===== config.mk =====
export PLATFORM = sky130hd
export DESIGN_NAME = alu_arbiter
export DESIGN_NICKNAME = d
export VERILOG_FILES = /design/src/rtl/alu_arbiter.sv
export SDC_FILE = /design/constraint.sdc
export NUM_CORES = 1
export LEC_CHECK = 0
export ABC_AREA = 0
export ABC_CLOCK_PERIOD_IN_PS = 4350
export CAP_MARGIN = 20
export CELL_PAD_IN_SITES_DETAIL_PLACEMENT = 1
export CELL_PAD_IN_SITES_GLOBAL_PLACEMENT = 1
export CORE_UTILIZATION = 28
export CTS_CLUSTER_DIAMETER = 50
export DETAILED_ROUTE_END_ITERATION = 8
export PLACE_DENSITY = 0.95
export SETUP_SLACK_MARGIN = 0.1
export SYNTH_ARGS = -nofsm -noshare
export SYNTH_HDL_FRONTEND = slang
export SYNTH_SLANG_ARGS = --single-unit

===== constraint.sdc =====
create_clock -name clk -period 4.35 [get_ports clk]
set_input_delay 0.87 -clock clk [delete_from_list [all_inputs] [get_ports clk]]
set_output_delay 0.87 -clock clk [all_outputs]
set_load 0.1 [all_outputs]

===== src/rtl/alu_arbiter.sv =====
// alu_arbiter: round-robin front end that lets two requesters share one
// external combinational ALU. Each operation takes IDLE -> EXEC -> RESP.
// An accepted operation is latched, driven to the ALU for one cycle, and
// the captured result is held for the owner until it takes the response.
module alu_arbiter (
  input  logic        clk,
  input  logic        rst,
  input  logic [1:0]  req_valid,
  output logic [1:0]  req_ready,
  input  logic [2:0]  req_op0,
  input  logic [2:0]  req_op1,
  input  logic [31:0] req_a0,
  input  logic [31:0] req_b0,
  input  logic [31:0] req_a1,
  input  logic [31:0] req_b1,
  output logic [1:0]  rsp_valid,
  input  logic [1:0]  rsp_ready,
  output logic [31:0] rsp_result,
  output logic        rsp_z,
  output logic        rsp_n,
  output logic        rsp_err,
  output logic [2:0]  alu_opcode,
  output logic [31:0] alu_a,
  output logic [31:0] alu_b,
  input  logic [31:0] alu_out,
  input  logic        alu_z,
  input  logic        alu_n
);

  typedef enum logic [1:0] {
    ST_IDLE = 2'd0,
    ST_EXEC = 2'd1,
    ST_RESP = 2'd2
  } state_t;

  localparam logic [2:0] OP_IDLE = 3'b111;

  state_t      r_state;
  state_t      w_next_state;
  logic        r_last_grant;
  logic        r_owner;
  logic [2:0]  r_alu_opcode;
  logic [31:0] r_alu_a;
  logic [31:0] r_alu_b;
  logic [1:0]  r_rsp_valid;
  logic [31:0] r_rsp_result;
  logic        r_rsp_z;
  logic        r_rsp_n;
  logic        r_rsp_err;
  logic [1:0]  w_grant;
  logic        w_accept;
  logic        w_sel;
  logic        w_rsp_done;

  // Only the four defined opcodes reach the ALU result path; the rest
  // produce an error response.
  function automatic logic op_legal(input logic [2:0] op);
    case (op)
      3'b100, 3'b010, 3'b001, 3'b111: op_legal = 1'b1;
      default:                        op_legal = 1'b0;
    endcase
  endfunction

  // Arbitration: grant is only offered in IDLE; a tie goes to the requester
  // that did not win last time, a lone requester always wins.
  always_comb begin
    w_grant = 2'b00;
    if (r_state == ST_IDLE) begin
      case (req_valid)
        2'b01:   w_grant = 2'b01;
        2'b10:   w_grant = 2'b10;
        2'b11:   w_grant = r_last_grant ? 2'b01 : 2'b10;
        default: w_grant = 2'b00;
      endcase
    end else begin
      w_grant = 2'b00;
    end
  end

  assign w_accept   = |w_grant;
  assign w_sel      = w_grant[1];
  // Only the owner's rsp_ready can retire the response.
  assign w_rsp_done = (r_state == ST_RESP) && rsp_ready[r_owner];

  // State register.
  always_ff @(posedge clk) begin
    if (rst) begin
      r_state <= ST_IDLE;
    end else begin
      r_state <= w_next_state;
    end
  end

  // Next-state logic.
  always_comb begin
    w_next_state = r_state;
    case (r_state)
      ST_IDLE: begin
        if (w_accept) begin
          w_next_state = ST_EXEC;
        end else begin
          w_next_state = ST_IDLE;
        end
      end
      ST_EXEC: w_next_state = ST_RESP;
      ST_RESP: begin
        if (w_rsp_done) begin
          w_next_state = ST_IDLE;
        end else begin
          w_next_state = ST_RESP;
        end
      end
      default: w_next_state = ST_IDLE;
    endcase
  end

  // Operation latch: the ALU drive registers double as the operation
  // storage, loaded on accept and returned to idle once EXEC ends.
  always_ff @(posedge clk) begin
    if (rst) begin
      r_last_grant <= 1'b1;
      r_owner      <= 1'b0;
      r_alu_opcode <= OP_IDLE;
      r_alu_a      <= 32'd0;
      r_alu_b      <= 32'd0;
    end else if (w_accept) begin
      r_last_grant <= w_sel;
      r_owner      <= w_sel;
      r_alu_opcode <= w_sel ? req_op1 : req_op0;
      r_alu_a      <= w_sel ? req_a1 : req_a0;
      r_alu_b      <= w_sel ? req_b1 : req_b0;
    end else if (r_state == ST_EXEC) begin
      r_alu_opcode <= OP_IDLE;
      r_alu_a      <= 32'd0;
      r_alu_b      <= 32'd0;
    end
  end

  // Response capture at the end of EXEC, held until the owner takes it.
  always_ff @(posedge clk) begin
    if (rst) begin
      r_rsp_valid  <= 2'b00;
      r_rsp_result <= 32'd0;
      r_rsp_z      <= 1'b0;
      r_rsp_n      <= 1'b0;
      r_rsp_err    <= 1'b0;
    end else if (r_state == ST_EXEC) begin
      r_rsp_valid <= r_owner ? 2'b10 : 2'b01;
      if (op_legal(r_alu_opcode)) begin
        r_rsp_result <= alu_out;
        r_rsp_z      <= alu_z;
        r_rsp_n      <= alu_n;
        r_rsp_err    <= 1'b0;
      end else begin
        r_rsp_result <= 32'd0;
        r_rsp_z      <= 1'b0;
        r_rsp_n      <= 1'b0;
        r_rsp_err    <= 1'b1;
      end
    end else if (w_rsp_done) begin
      r_rsp_valid <= 2'b00;
    end
  end

  assign req_ready  = w_grant;
  assign rsp_valid  = r_rsp_valid;
  assign rsp_result = r_rsp_result;
  assign rsp_z      = r_rsp_z;
  assign rsp_n      = r_rsp_n;
  assign rsp_err    = r_rsp_err;
  assign alu_opcode = r_alu_opcode;
  assign alu_a      = r_alu_a;
  assign alu_b      = r_alu_b;

endmodule


**After elaboration in Yosys (flattened, before gate mapping)**

Cells that the tools add are included.

- Word-level logic and storage cells: 53
- Bits in registers: 108
- Bits of input ports: 174
- Output and inout port bits: 106

- Equal/unequal tests: 9
- Magnitude comparators: 1
- Reductions and logical operators: 6
- Mux-type cells: 26

Operator list:

| operator | count |
|---|---|
| 32-bit 2-to-1 mux | 6 |
| 2-bit 2-to-1 mux | 6 |
| 2-bit one-hot mux with 3 select lines | 2 |
| 1-bit 2-to-1 mux | 9 |
| 3-bit 2-to-1 mux | 3 |
| 2-bit == test, second input constant | 3 |
| 3-bit == test, second input constant | 2 |
| 2-bit by 1-bit == test with 1-bit output, second input constant | 2 |
| 2-bit nonzero test | 2 |
| 4-bit OR reduction | 1 |
| 3-bit by 1-bit == test with 1-bit output, second input constant | 1 |
| 3-bit by 2-bit == test with 1-bit output, second input constant | 1 |
| 2-bit logical NOT | 1 |
| 1-bit by 2-bit less-than comparator with 1-bit output, second input constant | 1 |
| 2-bit OR reduction | 1 |
| 1-bit logical AND | 1 |

**Logic depth before layout (Yosys ltp)**

Gate-level depths: netlist of the first run.

- Depth after elaboration: 6
- Depth in mapped cells: 6
- Mapped depth without buffers: 3

**Worst setup path before layout of the first run**

Ideal clock, no wire load.

- Path type: in2out
- From: input req_valid[0]
- To: output req_ready[1]
- Required time: 3.480 ns
- Path buffers: 3
- Data arrival time: 2.862 ns
- Stages: 5
- Setup slack: 0.618 ns
- Cells stage by stage: buf_2 > a21bo_2 > buf_2 > buf_2 > nor2_1

- Longest elaborated chain between the ends: 3
- Elaborated cells on any way between the ends: 5
- Classes of those cells: eq/ne: 3; mux: 2

RTL lines:

| what | line | RTL |
|---|---|---|
| from (decl) | 8 | `input logic [1:0] req_valid,` |
| 2-bit == test or 2-bit by 1-bit == test with 1-bit output (tied branches) | 69 | `case (req_valid)` |
| 2-bit one-hot mux with 3 select lines * | 69 |  |
| 2-bit 2-to-1 mux * | 68 | `if (r_state == ST_IDLE) begin` |
| to (decl) | 9 | `output logic [1:0] req_ready,` |

Every way passes the cells marked *; elsewhere a longest branch is shown, timed or not.

**Worst setup path after layout of the first run**

- From: input req_valid[0]
- To: output req_ready[0]

The elaborated chain is that of the path after synthesis.

==> impl_results.md, run 1 <==
- Status: finished, violations left
- Failing checks: design-rule violations
- Seq/Total Area, Yosys: between 50% and 60%
- Worst R2R Setup Slack: 2.40 ns
- Hold Crit Class: reg -> reg
- Worst skew pair latency: 0.34 ns
- WP buf/inv: 2
- Async set or reset register ratio after synthesis: 0%
- Die width: 125 um
- Drt pass-1 iters: 6
- Via count: 4,153
- WHS: 0.464 ns
- Post-DR wirelength/cell: slightly below 20 um
- Routed Antenna Nets: 0
- DP Cell Count: 822
- Dpl hpwl: 12,500 um
- Mux contribution to synthesized area: 10.7%
- GP Congestion: roughly 0.82
- Slowest-stage cell, CP: clkdlybuf4s50_1
- Setup-failing EPs final: 0
- Met2 wire length: 8610 um
- Largest net degree at the start of global routing: 65
- Metal-1 WL: 6540 um
- Final slew viol count: 0
- Post-CTS Setup Bufs: 0
- Hold-fix buffers, CTS: 0
- Met3 routed WL: 1040 um
- Pre-CTS WS: 1.09 ns
- Fraction of layout instances using a drive strength above 1: 5.18%
- Combinational group share of total power: ~39%
- Die area: 15,600 um^2
- Site row count: 44
- Simple-gate area share of the yosys netlist: 5.69%
- Final TNS setup: 0 ns
- H-tree Lvls: 3
- Worst Path Max Fanout: 3
- Mapped Area: 4220 um^2
- Worst slew pin tran: 1.07 ns
- Filler cells: 1,574
- Internal power: 1930 uW
- Root Buffer: clkbuf_16
- Area delta synth->final: 77.6%
- # clock sinks: 108
- Initial antenna violation count: 0
- Worst R2R Path Depth: 4
- Leakage power: 0.00289 uW
- Clock network fraction of total power: 25.8%
- Arrival time worst endpoint: 2.31 ns
- Post-synth EDFFs: 0
- CP required: 3.48 ns
- Die Ht: 125 um
- Peak Freq: 315 MHz
- Gr ovfl total: 0
- Worst setup SP type: input port
- Number of global-route vias before repair: ~4,700
- IO buf count: 279
- Setup ws final: approximately 1.2 ns
- Yosys Warn Count: 0
- Synth unique cells: 32
- Uppermost layer routed: met4
- Post-route clock skew: 0.00601 ns
- Clock buffer depth: 2
- Resized cells post-CTS: 0
- Crit. End Element: output pin
- Final wirelength: about 17,000 um
- Hold path start: alu_b[24]
- Sw frac: about two fifths
- Post-synth net total: 565
- Reg-to-reg endpoint: alu_opcode[0]
- Most frequent cells in the layout: 277 x clkdlybuf4s50_1, 108 x dfxtp_1, 45 x mux2i_1
- CTS buffer count: 9
- Most common cell after layout, fill and taps aside: clkdlybuf4s50_1
- Peak VDD IR: 214 uV
- Worst hold stages: 2
- Seq pwr share: roughly a third
- IO Pins: 280
- Tot Pwr: 3230 uW
- DRT iter0 DRCs: 213
- Antenna cell count: 0
- CTS tree: yes
- Main combinational cell family by area after synthesis: compound AO/OA/AOI/OAI gates
- RSZ-0062 raised after global routing: no
- Nets: 826
- Gr usage total: 21.2%
- Core outline area: 14,600 um^2
- Ys flop type: dfxtp_1
- Mean Syn Cell Area: 10.8 um^2
- Tmin final: around 3.2 ns
- Critical-path cell list: clkdlybuf4s50_1 -> or3b_2 -> nor2_1 -> buf_12
- Pwr Density: 430 nW/um^2
- Vias per cell: 4.94
- Delay-heaviest family, CP: buffers and inverters
- Cells after synthesis: between 300 and 400
- Tcrit/Tclk final: 73.0%
- CP max stage delay: approximately 0.5 ns
- Post-Synth Adder-Cell Area: 0%
- Critical path class: in -> out
- Starting density of the core: 28.8%
- Synth Area in XOR/XNOR: less than 1%
- Max Cap Viol: 0
- Slew margin rel.: 28.7%
- Post-route insts no fill: 840
- #FFs+latches synth: 108
- Clk pin slew, worst setup/hold paths: 0.07 ns
- DRC: 28
- Net Switching: 1290 uW
- Hold Vio Cnt, Final: 0
- Hold EP: alu_b[24]
- Reg2Reg Launch Point: r_state[1]
- Global-route wire length before repair: 25,800 um
- Synth Area in Compound Gates: 26.0%
-- synthesized netlist by cell type, drive strengths merged, types with 2 or more instances --
| cell type | count | area share, % |
|---|---|---|
| o21ai | 2 | 0.24 |
| o32a | 3 | 0.71 |
| nor2b | 2 | 0.30 |
| nor3 | 24 | 3.0 |
| a21oi | 21 | 2.5 |
| nor2 | 10 | 0.89 |
| buf | 16 | 2.2 |
| mux2i | 45 | 11 |
| clkbuf | 20 | 1.8 |
| o32ai | 20 | 4.1 |
| a21boi | 4 | 0.80 |
| inv | 22 | 2.0 |
| nand2b | 2 | 0.30 |
| a22o | 34 | 7.0 |
| o2bb2ai | 44 | 9.1 |
| dfxtp | 108 | 51 |
| and3 | 3 | 0.44 |
-- worst min-delay path: cells and delay by family, from the launching register on --
| family | cells | cell delay [ns] |
|---|---|---|
| DFF | 1 | 0.31 |
| AOI/OAI and AO/OA | 1 | 0.06 |
| buffers and inverters | 1 | 0.05 |
-- cells by family (layout without fill, tap and decap cells) --
family / count (synthesis) / after routing
compound gates: 134 / 134
xor+xnor: 1 / 1
buf+inv: 58 / 323
flops: 108 / 108
mux: 45 / 45
simple gates: 45 / 45
-- per-layer routing --
metal  global-route usage, %  up-vias
met3                    5.03       24
met2                    39.6      158
li1                        -     1993
met4                    8.11        0
met5                       0        -
met1                    23.1     1978
-- registers in the layout, indices dropped and copies added (netlist names) --
name,flops
alu_a,32
alu_b,32
rsp_result,32
alu_opcode,3
r_state,2
rsp_valid,2
r_last_grant,1
r_owner,1
rsp_err,1
rsp_n,1
rsp_z,1
-- how the worst max path moves through the flow --
stage,startpoint,end,slack (ns),cells after the start
after floorplan,req_valid[0],req_ready[1],0.62,5
after global placement,req_valid[0],req_ready[0],1.19,4
after detailed placement,req_valid[0],alu_a[11],1.09,6
after CTS,req_valid[0],req_ready[0],1.15,4
after global routing,req_valid[0],req_ready[0],1.13,4
final,req_valid[0],req_ready[0],1.17,4
-- final cells by class --
type                            instances  area [um^2]  area share [%]
Sequential cell                       108         2160            28.8
Clock buffer                           10          239            3.18
Clock inverter                          5         61.3           0.817
Tap cell                              184          230            3.07
Multi-Input combinational cell        225         1830            24.4
Inverter                               22         82.6            1.10
Timing Repair Buffer                  286         2900            38.6
-- power groups by stage --
stage | Combinational (uW) | Sequential (uW) | Clock [uW]
finish | 1260 | 1140 | 831
global route | 1300 | 1150 | 902
CTS | 1260 | 1140 | 862
detailed placement | 1250 | 1160 | 0
global placement | 1220 | 1150 | 0
floorplan | 235 | 1760 | 0
-- through the flow --
| step | utilization [%] | area, um^2 |
|---|---|---|
| after floorplan | - | 4220 |
| after global placement | 48.8 | 7140 |
| after detailed placement | 48.9 | 7160 |
| after CTS | 50.9 | 7460 |
| after global routing | 51.2 | 7500 |
| final | 51.2 | 7500 |
(Power assumes the default switching activity.)
==> inputs of run 2 (changes only) <==
--- a/config.mk
+++ b/config.mk
@@ -6,14 +6,14 @@
 export NUM_CORES = 1
 export LEC_CHECK = 0
 export ABC_AREA = 0
-export ABC_CLOCK_PERIOD_IN_PS = 4350
+export ABC_CLOCK_PERIOD_IN_PS = 2620
 export CAP_MARGIN = 20
 export CELL_PAD_IN_SITES_DETAIL_PLACEMENT = 1
 export CELL_PAD_IN_SITES_GLOBAL_PLACEMENT = 1
-export CORE_UTILIZATION = 28
+export CORE_UTILIZATION = 23
 export CTS_CLUSTER_DIAMETER = 50
 export DETAILED_ROUTE_END_ITERATION = 8
-export PLACE_DENSITY = 0.95
+export PLACE_DENSITY = 0.87
 export SETUP_SLACK_MARGIN = 0.1
 export SYNTH_ARGS = -nofsm -noshare
 export SYNTH_HDL_FRONTEND = slang
==> constraint.sdc (replaced) <==
create_clock -name clk -period 2.62 [get_ports clk]
set_input_delay 0.524 -clock clk [delete_from_list [all_inputs] [get_ports clk]]
set_output_delay 0.524 -clock clk [all_outputs]
set_load 0.1 [all_outputs]
==> run 2 against run 1 <==
  * The flow now finishes without violations
  * Total power up 67%
  * Design area down 2.1%
  * Wire length down 5.9%
  * Clock skew up 0.0042 ns
  * Flip-flop and latch count unchanged
  * Hold slack better by 0.0049 ns
  * Critical path depth unchanged
  * Worst setup slack worse by 1.0 ns
  * Die area up 21%
  * Final cell count up 6.0%
  * Sequential power up 66%
  * Critical path type unchanged
  * Largest cell class unchanged
==> impl_results.md, run 2 (synthesized netlist as in run 1, its figures left out) <==
- Status: completed
- Net Switching: 2180 uW (+68%)
- Drt pass-1 iters: 4 (-2)
- RSZ-0062 raised after global routing: no
- Most frequent cells in the layout: 173 x clkdlybuf4s50_1, 113 x buf_4, 108 x dfxtp_1
- Initial antenna violation count: 0 (unchanged)
- Most common cell after layout, fill and taps aside: clkdlybuf4s50_1
- Setup-failing EPs final: 0 (unchanged)
- Fraction of layout instances using a drive strength above 1: 21.9% (+17 points)
- Resized cells post-CTS: 0 (unchanged)
- Post-CTS Setup Bufs: 0 (unchanged)
- Critical Path Sink: req_ready[0]
- Starting density of the core: 23.5% (-5.3 points)
- Clock network fraction of total power: 27.2% (+1.4 points)
- Combinational group share of total power: 37.7% (-1.3 points)
- Arrival time worst endpoint: 1.96 ns (-0.35 ns)
- CP max stage delay: 0.52 ns (about the same)
- Worst R2R Setup Slack: 0.77 ns (-1.63 ns)
- CTS tree: yes
- Global-route wire length before repair: 23,000 um (-11%)
- Routed Antenna Nets: 0 (unchanged)
- # clock sinks: 108 (unchanged)
- Seq pwr share: 35.1% (-0.2 points)
- Die width: 138 um (+10%)
- Worst R2R Path Depth: 3 (-1)
- Critical path launch point: req_valid[0]
- Worst slew pin tran: 1.02 ns (-0.0411 ns)
- Pwr Density: 732 nW/um^2 (+70%)
- Dpl hpwl: 11,600 um (-7.0%)
- CP required: 2.10 ns (-1.38 ns)
- Clock buffer depth: 2 (unchanged)
- Via count: 4,169 (+0.39%)
- Hold Vio Cnt, Final: 0 (unchanged)
- GP Congestion: 0.692 (-15%)
- Slew margin rel.: 31.7% (+3.0 points)
- Slowest-stage cell, CP: clkdlybuf4s50_1
- Nets: 830 (+0.48%)
- DRT iter0 DRCs: 140 (-34%)
- Gr usage total: 15.9% (-5.3 points)
- Site row count: 49 (+11%)
- Hold Crit Class: reg -> reg
- WP depth: 4 (unchanged)
- Max Cap Viol: 0 (unchanged)
- IO buf count: 279 (unchanged)
- Final slew viol count: 0 (unchanged)
- Worst setup SP type: input port
- CTS buffer count: 9 (unchanged)
- Die Ht: 138 um (+10%)
- Worst skew pair latency: 0.35 ns (about the same)
- Internal power: 3200 uW (+66%)
- Final wirelength: 15,600 um (-5.9%)
- Reg2Reg Launch Point: r_state[0]
- WP buf/inv: 2 (unchanged)
- Tot Pwr: 5380 uW (+67%)
- Gr ovfl total: 0 (unchanged)
- Antenna cell count: 0 (unchanged)
- IO Pins: 280 (unchanged)
- Tcrit/Tclk final: 94.7%
- Post-route clock skew: 0.0102 ns (+0.00423 ns)
- Die area: 18,900 um^2 (+21%)
- Worst Path Max Fanout: 3 (unchanged)
- DRC: 0 (-100%)
- Sw frac: 40.5% (+0.40 points)
- Delay-heaviest family, CP: buffers and inverters
- Area delta synth->final: 73.9%
- Peak VDD IR: 305 uV (+43%)
- Leakage power: 0.00310 uW (+7.4%)
- Crit. End Element: output pin
- Hold-fix buffers, CTS: 0 (unchanged)
- Tmin final: between 2 and 2.5 ns
- WHS: 0.469 ns (+0.00491 ns)
- Reg-to-reg endpoint: alu_b[22]
- Critical-path cell list: clkdlybuf4s50_1 -> or3b_2 -> nor2_2 -> buf_12
- Critical path class: in -> out
- Largest net degree at the start of global routing: 45 (-31%)
- H-tree Lvls: 3 (unchanged)
- Root Buffer: clkbuf_16
- Clk pin slew, worst setup/hold paths: 0.08 ns (about the same)
- Core outline area: 18,000 um^2 (+23%)
- Post-DR wirelength/cell: 17.5 um (-11%)
- Vias per cell: 4.68 (-5.3%)
- Peak Freq: 403 MHz
- Number of global-route vias before repair: 4,329 (-8.2%)
-- run 2: area by class of cell --
cell class / instances / area (um^2)
Timing Repair Buffer: 290 / 2660
Multi-Input combinational cell: 225 / 1840
Inverter: 22 / 82.6
Clock inverter: 5 / 65.1
Fill cell: 2024 / 10600
Clock buffer: 11 / 253
Tap cell: 229 / 287
Sequential cell: 108 / 2160
-- run 2: worst min-delay path by stage --
stage / end / slack, ns / cells after the start / start
after global routing: alu_b[24] / 0.48 / 2 / alu_b[24]
after detailed placement: alu_a[17] / 0.45 / 1 / alu_a[17]
after floorplan: rsp_valid[0] / 0.48 / 1 / r_owner
final: alu_b[24] / 0.47 / 2 / alu_b[24]
after CTS: alu_b[24] / 0.47 / 2 / alu_b[24]
after global placement: alu_b[25] / 0.44 / 2 / alu_b[25]
-- run 2: worst reg2reg max path: stages, from the launching register on --
cell	delay, ns
dfxtp_1	0.47
nor3_1	0.13
o21ai_2	0.80
o32ai_1	0.27
-- run 2: metal layers --
layer	routed length, um	vias to the layer above	track usage (%)	share of wire (%)
li1	-	2004	-	-
met1	6410	2000	18.0	41
met2	7880	150	28.4	51
met3	1040	15	3.90	6.7
met4	249	0	6.59	1.6
met5	0	-	0	0
-- run 2: per-stage QoR --
step                util, %  cell area (um^2)  setup TNS (ns)  setup slack (ns)  std cells
finish                 40.9              7350               0             0.139        890
global route           40.9              7350               0             0.118        890
CTS                    40.9              7350               0             0.147        890
detailed placement     39.1              7030           -2.02            -0.150        874
global placement       39.1              7030       -0.000857         -0.000857        874
floorplan                 -              4230               0            0.0467        391
-- run 2: power by group through the flow --
stage / registers, uW / logic (uW) / clock network [uW]
floorplan: 2930 / 392 / 0
global placement: 1920 / 2020 / 0
detailed placement: 1920 / 2040 / 0
CTS: 1890 / 2040 / 1530
global route: 1910 / 2110 / 1580
finish: 1890 / 2030 / 1460
